[src/rtl/pipeline_ctrl_pkg.sv]
// pipeline_ctrl_pkg
//   Shared types and constants for the pipeline stall/flush sequencer:
//   sequencer state enum, legal parameter ranges, and the packed bundle of
//   the nine register-control outputs with their fixed patterns.
package pipeline_ctrl_pkg;

  typedef enum logic [1:0] {
    ST_INIT      = 2'd0,
    ST_RUN       = 2'd1,
    ST_MUL_STALL = 2'd2
  } state_t;

  // Legal parameter ranges (the shared down-counter is 4 bits wide).
  localparam int INIT_CYCLES_MIN = 1;
  localparam int INIT_CYCLES_MAX = 15;
  localparam int MUL_CYCLES_MIN  = 2;
  localparam int MUL_CYCLES_MAX  = 15;

  // Enables and flushes for the PC and the four pipeline registers.
  // A flush drives the register's synchronous clear and overrides its enable.
  typedef struct packed {
    logic pc_en;
    logic if_id_en;
    logic id_ex_en;
    logic ex_mem_en;
    logic mem_wb_en;
    logic if_id_flush;
    logic id_ex_flush;
    logic ex_mem_flush;
    logic mem_wb_flush;
  } ctrl_t;

  //                                   pc ifid idex exmem memwb | ifid idex exmem memwb flush
  localparam ctrl_t FLUSH_ALL    = '{1'b0, 1'b0, 1'b0, 1'b0, 1'b0, 1'b1, 1'b1, 1'b1, 1'b1};
  localparam ctrl_t FREEZE       = '{1'b0, 1'b0, 1'b0, 1'b0, 1'b0, 1'b0, 1'b0, 1'b0, 1'b0};
  // Hold PC..ID/EX, inject a bubble into EX/MEM, let MEM/WB drain.
  localparam ctrl_t MUL_PAT      = '{1'b0, 1'b0, 1'b0, 1'b0, 1'b1, 1'b0, 1'b0, 1'b1, 1'b0};
  // Redirect fetch and squash the two wrong-path instructions.
  localparam ctrl_t BRANCH_PAT   = '{1'b1, 1'b1, 1'b1, 1'b1, 1'b1, 1'b1, 1'b1, 1'b0, 1'b0};
  // Hold PC and IF/ID, insert a bubble into ID/EX.
  localparam ctrl_t LOAD_USE_PAT = '{1'b0, 1'b0, 1'b0, 1'b1, 1'b1, 1'b0, 1'b1, 1'b0, 1'b0};
  localparam ctrl_t RUN_PAT      = '{1'b1, 1'b1, 1'b1, 1'b1, 1'b1, 1'b0, 1'b0, 1'b0, 1'b0};

endpackage

[src/rtl/pipeline_ctrl_sat_counter.sv]
// sat_counter
//   Saturating incrementer with asynchronous clear. Holds at all-ones.
//   Ports: clk, rst (async, active-high clear), inc (count this cycle),
//          count (current value).
module sat_counter #(
  parameter int WIDTH = 16
) (
  input  logic             clk,
  input  logic             rst,
  input  logic             inc,
  output logic [WIDTH-1:0] count
);

  always_ff @(posedge clk or posedge rst) begin
    if (rst) begin
      count <= '0;
    end else if (inc && (count != '1)) begin
      count <= count + WIDTH'(1);
    end
  end

endmodule

[src/rtl/pipeline_ctrl.sv]
// pipeline_ctrl
//   Stall/flush sequencer for the 5-stage pipeline. Drives enables and
//   synchronous clears of PC, IF/ID, ID/EX, EX/MEM and MEM/WB.
//   Ports:
//     clk_in, reset_in (async, active-high)
//     mem_busy_in, mul_start_in, branch_taken_in, load_use_hazard_in
//     *_en_out     register enables
//     *_flush_out  register synchronous clears (override enables)
//     busy_out     registered: high in INIT and MUL_STALL
//     stall_count_out  saturating count of non-INIT cycles with pc_en_out=0
//   Handshake: none; all outputs are combinational from registered state and
//   the current inputs and are consumed by the driven registers on the same edge.
module pipeline_ctrl
  import pipeline_ctrl_pkg::*;
#(
  parameter int INIT_CYCLES = 4,
  parameter int MUL_CYCLES  = 4,
  parameter int CNT_WIDTH   = 16
) (
  input  logic                 clk_in,
  input  logic                 reset_in,
  input  logic                 mem_busy_in,
  input  logic                 mul_start_in,
  input  logic                 branch_taken_in,
  input  logic                 load_use_hazard_in,
  output logic                 pc_en_out,
  output logic                 if_id_en_out,
  output logic                 id_ex_en_out,
  output logic                 ex_mem_en_out,
  output logic                 mem_wb_en_out,
  output logic                 if_id_flush_out,
  output logic                 id_ex_flush_out,
  output logic                 ex_mem_flush_out,
  output logic                 mem_wb_flush_out,
  output logic                 busy_out,
  output logic [CNT_WIDTH-1:0] stall_count_out
);

  if (INIT_CYCLES < INIT_CYCLES_MIN || INIT_CYCLES > INIT_CYCLES_MAX ||
      MUL_CYCLES  < MUL_CYCLES_MIN  || MUL_CYCLES  > MUL_CYCLES_MAX) begin : g_param_err
    $error("pipeline_ctrl: INIT_CYCLES or MUL_CYCLES out of range");
  end

  localparam logic [3:0] INIT_LOAD = 4'(INIT_CYCLES - 1);
  // The start cycle in RUN is the first stall cycle, so MUL_STALL covers the rest.
  localparam logic [3:0] MUL_LOAD  = 4'(MUL_CYCLES - 2);

  state_t     state, next_state;
  logic [3:0] cnt, next_cnt;
  ctrl_t      ctrl;

  always_comb begin
    ctrl       = FLUSH_ALL;
    next_state = state;
    next_cnt   = cnt;
    case (state)
      ST_INIT: begin
        ctrl = FLUSH_ALL;
        if (cnt == 4'd0) next_state = ST_RUN;
        else             next_cnt   = cnt - 4'd1;
      end
      ST_RUN: begin
        if (mem_busy_in) begin
          ctrl = FREEZE;
        end else if (mul_start_in) begin
          // Multiply beats a simultaneous branch; EX re-presents the branch later.
          ctrl       = MUL_PAT;
          next_state = ST_MUL_STALL;
          next_cnt   = MUL_LOAD;
        end else if (branch_taken_in) begin
          // Beats load-use: the dependent instruction is squashed anyway.
          ctrl = BRANCH_PAT;
        end else if (load_use_hazard_in) begin
          ctrl = LOAD_USE_PAT;
        end else begin
          ctrl = RUN_PAT;
        end
      end
      ST_MUL_STALL: begin
        if (mem_busy_in) begin
          ctrl = FREEZE;
        end else begin
          ctrl = MUL_PAT;
          if (cnt == 4'd0) next_state = ST_RUN;
          else             next_cnt   = cnt - 4'd1;
        end
      end
      default: begin
        ctrl       = FLUSH_ALL;
        next_state = ST_INIT;
        next_cnt   = INIT_LOAD;
      end
    endcase
  end

  always_ff @(posedge clk_in or posedge reset_in) begin
    if (reset_in) begin
      state    <= ST_INIT;
      cnt      <= INIT_LOAD;
      busy_out <= 1'b1;
    end else begin
      state    <= next_state;
      cnt      <= next_cnt;
      busy_out <= (next_state != ST_RUN);
    end
  end

  sat_counter #(.WIDTH(CNT_WIDTH)) u_stall_cnt (
    .clk   (clk_in),
    .rst   (reset_in),
    .inc   (!ctrl.pc_en && (state != ST_INIT)),
    .count (stall_count_out)
  );

  assign pc_en_out        = ctrl.pc_en;
  assign if_id_en_out     = ctrl.if_id_en;
  assign id_ex_en_out     = ctrl.id_ex_en;
  assign ex_mem_en_out    = ctrl.ex_mem_en;
  assign mem_wb_en_out    = ctrl.mem_wb_en;
  assign if_id_flush_out  = ctrl.if_id_flush;
  assign id_ex_flush_out  = ctrl.id_ex_flush;
  assign ex_mem_flush_out = ctrl.ex_mem_flush;
  assign mem_wb_flush_out = ctrl.mem_wb_flush;

endmodule

[config.mk]
export PLATFORM = sky130hd
export DESIGN_NAME = pipeline_ctrl
export DESIGN_NICKNAME = d
export VERILOG_FILES = /design/src/rtl/pipeline_ctrl_pkg.sv /design/src/rtl/pipeline_ctrl_sat_counter.sv /design/src/rtl/pipeline_ctrl.sv
export SDC_FILE = /design/constraint.sdc
export NUM_CORES = 1
export LEC_CHECK = 0
export CAP_MARGIN = 15
export CORE_UTILIZATION = 60
export DETAILED_ROUTE_END_ITERATION = 8
export DONT_BUFFER_PORTS = 1
export GPL_TIMING_DRIVEN = 0
export PLACE_DENSITY = 0.78
export SYNTH_ARGS = -nofsm -noshare
export SYNTH_HDL_FRONTEND = slang
export SYNTH_SLANG_ARGS = --single-unit
[constraint.sdc]
create_clock -name clk_in -period 2.3 [get_ports clk_in]
set_clock_uncertainty 0.2 [all_clocks]
set_input_delay 0.46 -clock clk_in [delete_from_list [all_inputs] [get_ports clk_in]]
set_output_delay 0.46 -clock clk_in [all_outputs]
set_load 0.03 [all_outputs]
==> results.sh <==
export IMPL_die_x_um=49.19
export IMPL_r2r_end="u_stall_cnt.count[11]$_DFFE_PP0P_"
export IMPL_synth_adder_area_share_pct=5.618
export IMPL_rsz0062_at_grt="yes"
export IMPL_path_buf_inv=2
export IMPL_cp_start_kind="flip-flop"
export IMPL_powerDensity_mw_per_mm2=1202
export IMPL_timing_final_ws_setup_ns=-0.3188
export IMPL_grt_max_degree=24
export IMPL_drt_initial_drc_count=15
export IMPL_crit_path_end_kind="output pin"
export IMPL_synth_warnings=0
export IMPL_vdd_drop_max_v=0.001058
export IMPL_gp_congestion=0.7632
export IMPL_power_uw=1845
export IMPL_ios=32
export IMPL_max_stage_delay_ns=0.50
export IMPL_post_dp_hpwl_um=1875
export IMPL_hold_viol_final=20
export IMPL_fin_util_pct=75.93
export IMPL_tns_ns=-1.095
export IMPL_wirelength_um=2633
export IMPL_vias=1075
export IMPL_fin_nets=159
export IMPL_ys_seq_area_share_pct=43.35
export IMPL_start_util_pct=66.09
export IMPL_required_ns=1.64
export IMPL_fin_cells=173
export IMPL_regToRegSetupSlack_ns=0.15
export IMPL_rr_worst_depth=6
export IMPL_clock_sinks=23
export IMPL_cp_cell_sequence="inv_2, ha_4, nor3b_4, and3_4, buf_6"
export IMPL_cts_tree="built"
export IMPL_worstHoldPathType="in2async"
export IMPL_crit_family="simple AND/OR/NAND/NOR gates"
export IMPL_drive_above_1_share_pct=23.29
export IMPL_firstDrtPassIters=4
export IMPL_setup_viol=5
export IMPL_yosys_register_bits=23
export IMPL_synth_top_area_share_pct=37.45
export IMPL_period_share_pct=113.9
export IMPL_chipHeight_um=49.19
export IMPL_ys_types=36
export IMPL_leakagePower_uw=0.0006449
export IMPL_die_area_mm2=0.002420
export IMPL_yosys_area_top_type="dfrtp_1"
export IMPL_wire_per_inst_um=15.22
export IMPL_synth_top_family_by_area="simple AND/OR/NAND/NOR gates"
export IMPL_first_global_vias=1015
export IMPL_synth_edf_count=0
export IMPL_area_growth_pct=14.89
export IMPL_htreeDepth=1
export IMPL_vias_per_cell=6.214
export IMPL_synthMuxAreaShare_pct=1.592
export IMPL_num_antenna_cells=0
export IMPL_synth_compound_area_share_pct=11.33
export IMPL_synth_nets=147
export IMPL_grt_pass1_wl_um=4726
export IMPL_slowest_stage="nor3b_4"
export IMPL_ys_top_cells_by_count="dfrtp_1, xnor2_1, nand4_1, nand2_1, inv_1"
export IMPL_clkTransAtPathRegs_ns=0.13
export IMPL_postRouteAntennaNets=0
export IMPL_yosysMostFrequentCell="dfrtp_1"
export IMPL_grt_util_all_layers_pct=25.10
export IMPL_worstPathMaxFanout=6
export IMPL_cts_buffers=3
export IMPL_violations="negative hold slack, negative setup slack"
export IMPL_outcome="finished, violations left"
export IMPL_ys_flop_type="dfrtp_1"
export IMPL_fmaxAchievable_ghz=0.3819
export IMPL_fin_crit_ns=2.619
export IMPL_finalMaxSlewViolations=0
export IMPL_synth_area_mm2=0.001336
export IMPL_holdWs_ns=-0.01308
export IMPL_antenna_found_initial=0
export IMPL_timing_rr_start="state[0]$_DFF_PP0_"
export IMPL_synth_area_per_cell_um2=9.898
export IMPL_cap_violations=0
export IMPL_drc=0
export IMPL_synthArstFlopShare_pct=100.0
export IMPL_max_slew_worst_pin_slew_ns=0.8424
export IMPL_slew_headroom_pct=43.78
export IMPL_synth_xor_area_share_pct=9.176
export IMPL_worst_setup_path_type="reg2out"
export IMPL_synth_area_leaders="dfrtp_1, xnor2_1, dfstp_2, ha_1, nand4_1"
export IMPL_postSynthCellCount=135
export IMPL_overflow=0
export IMPL_rows=16
export IMPL_cts_max_path_buffers=2
export IMPL_portBuffers=0
export IMPL_critical_path_arrival_ns=1.96
export IMPL_clk_latency_ns=0.31
export IMPL_clockRootBuffer="clkbuf_4"
export IMPL_core_mm2=0.002022
export IMPL_placed_cells=162
export IMPL_synthSimpleGateAreaFrac_pct=24.81
## cell usage in the layout (no fill, tap or decap), types with 2 or more instances in the layout
cell type	count
o21ai_0	6
nand3_1	6
and4_1	4
nand2_1	10
nor2_1	4
dfstp_2	3
clkbuf_4	3
and3_1	5
inv_1	6
buf_2	2
a31oi_1	3
nor3_1	2
a21oi_1	4
nand4_1	11
nor2b_1	2
buf_6	2
dfrtp_1	19
ha_1	3
ha_4	3
xnor2_1	14
buf_4	7
## repair_timing
item	4_1_cts	5_1_grt
buffers inserted	5	3
pin swaps	3	4
cloned	0	0
hold buffers	0	0
setup endpoints to repair	7	7
resized for setup	7	6
## layout make-up
class | count | area [um^2]
fill | 147 | 486.7
tap | 27 | 33.78
timing repair buffer | 7 | 52.55
clock inverter | 1 | 5.005
inverter | 8 | 37.54
buffer | 4 | 32.53
sequential | 23 | 580.6
multi-input combinational | 100 | 770.7
clock buffer | 3 | 22.52
## through the flow
stage                     area (um^2)  worst slack [ns]
after global routing             1535           -0.3989
after floorplan                  1374         -0.003211
after global placement           1408          -0.09467
after detailed placement         1408           -0.1146
final                            1535           -0.3188
after CTS                        1498           -0.3130
## state kept, by name, summed over array words and instances (netlist names)
name               flops
u_stall_cnt.count     16
state                  2
cnt                    4
busy_out               1
## logic make-up after synthesis
| family | count (synthesis) |
|---|---|
| AOI/OAI and AO/OA | 22 |
| and+or+nand+nor | 56 |
| muxes | 2 |
| adders and majority gates | 6 |
| xor gates and xnor gates | 14 |
| DFF | 23 |
| buffers and inverters | 12 |
## power by group
group	total (uW)	internal, uW	switching, uW
clock network	190	65.0	125
registers	770	529	241
logic	885	380	505
total	1840	974	871
## routing by layer
| metal | part of all wire [%] | track usage (%) | up-vias |
|---|---|---|---|
| met5 | 0 | 0 | - |
| met4 | 0.38 | 4.412 | 0 |
| li1 | - | - | 516 |
| met2 | 50 | 40.64 | 32 |
| met1 | 45 | 34.21 | 525 |
| met3 | 4.3 | 6.231 | 2 |
## how the worst max path moves through the flow
stage          cells past startpoint           end  slack, ns          startpoint
2_1_floorplan                      5  if_id_en_out     -0.003  state[1]$_DFF_PP0_
3_3_place_gp                       5  if_id_en_out      -0.09  state[1]$_DFF_PP0_
3_5_place_dp                       5     pc_en_out      -0.11  state[1]$_DFF_PP0_
4_1_cts                            5     pc_en_out      -0.31  state[1]$_DFF_PP0_
5_1_grt                            5  if_id_en_out      -0.40  state[1]$_DFF_PP0_
6_report                           5     pc_en_out      -0.32  state[1]$_DFF_PP0_
(Power assumes the default switching activity.)
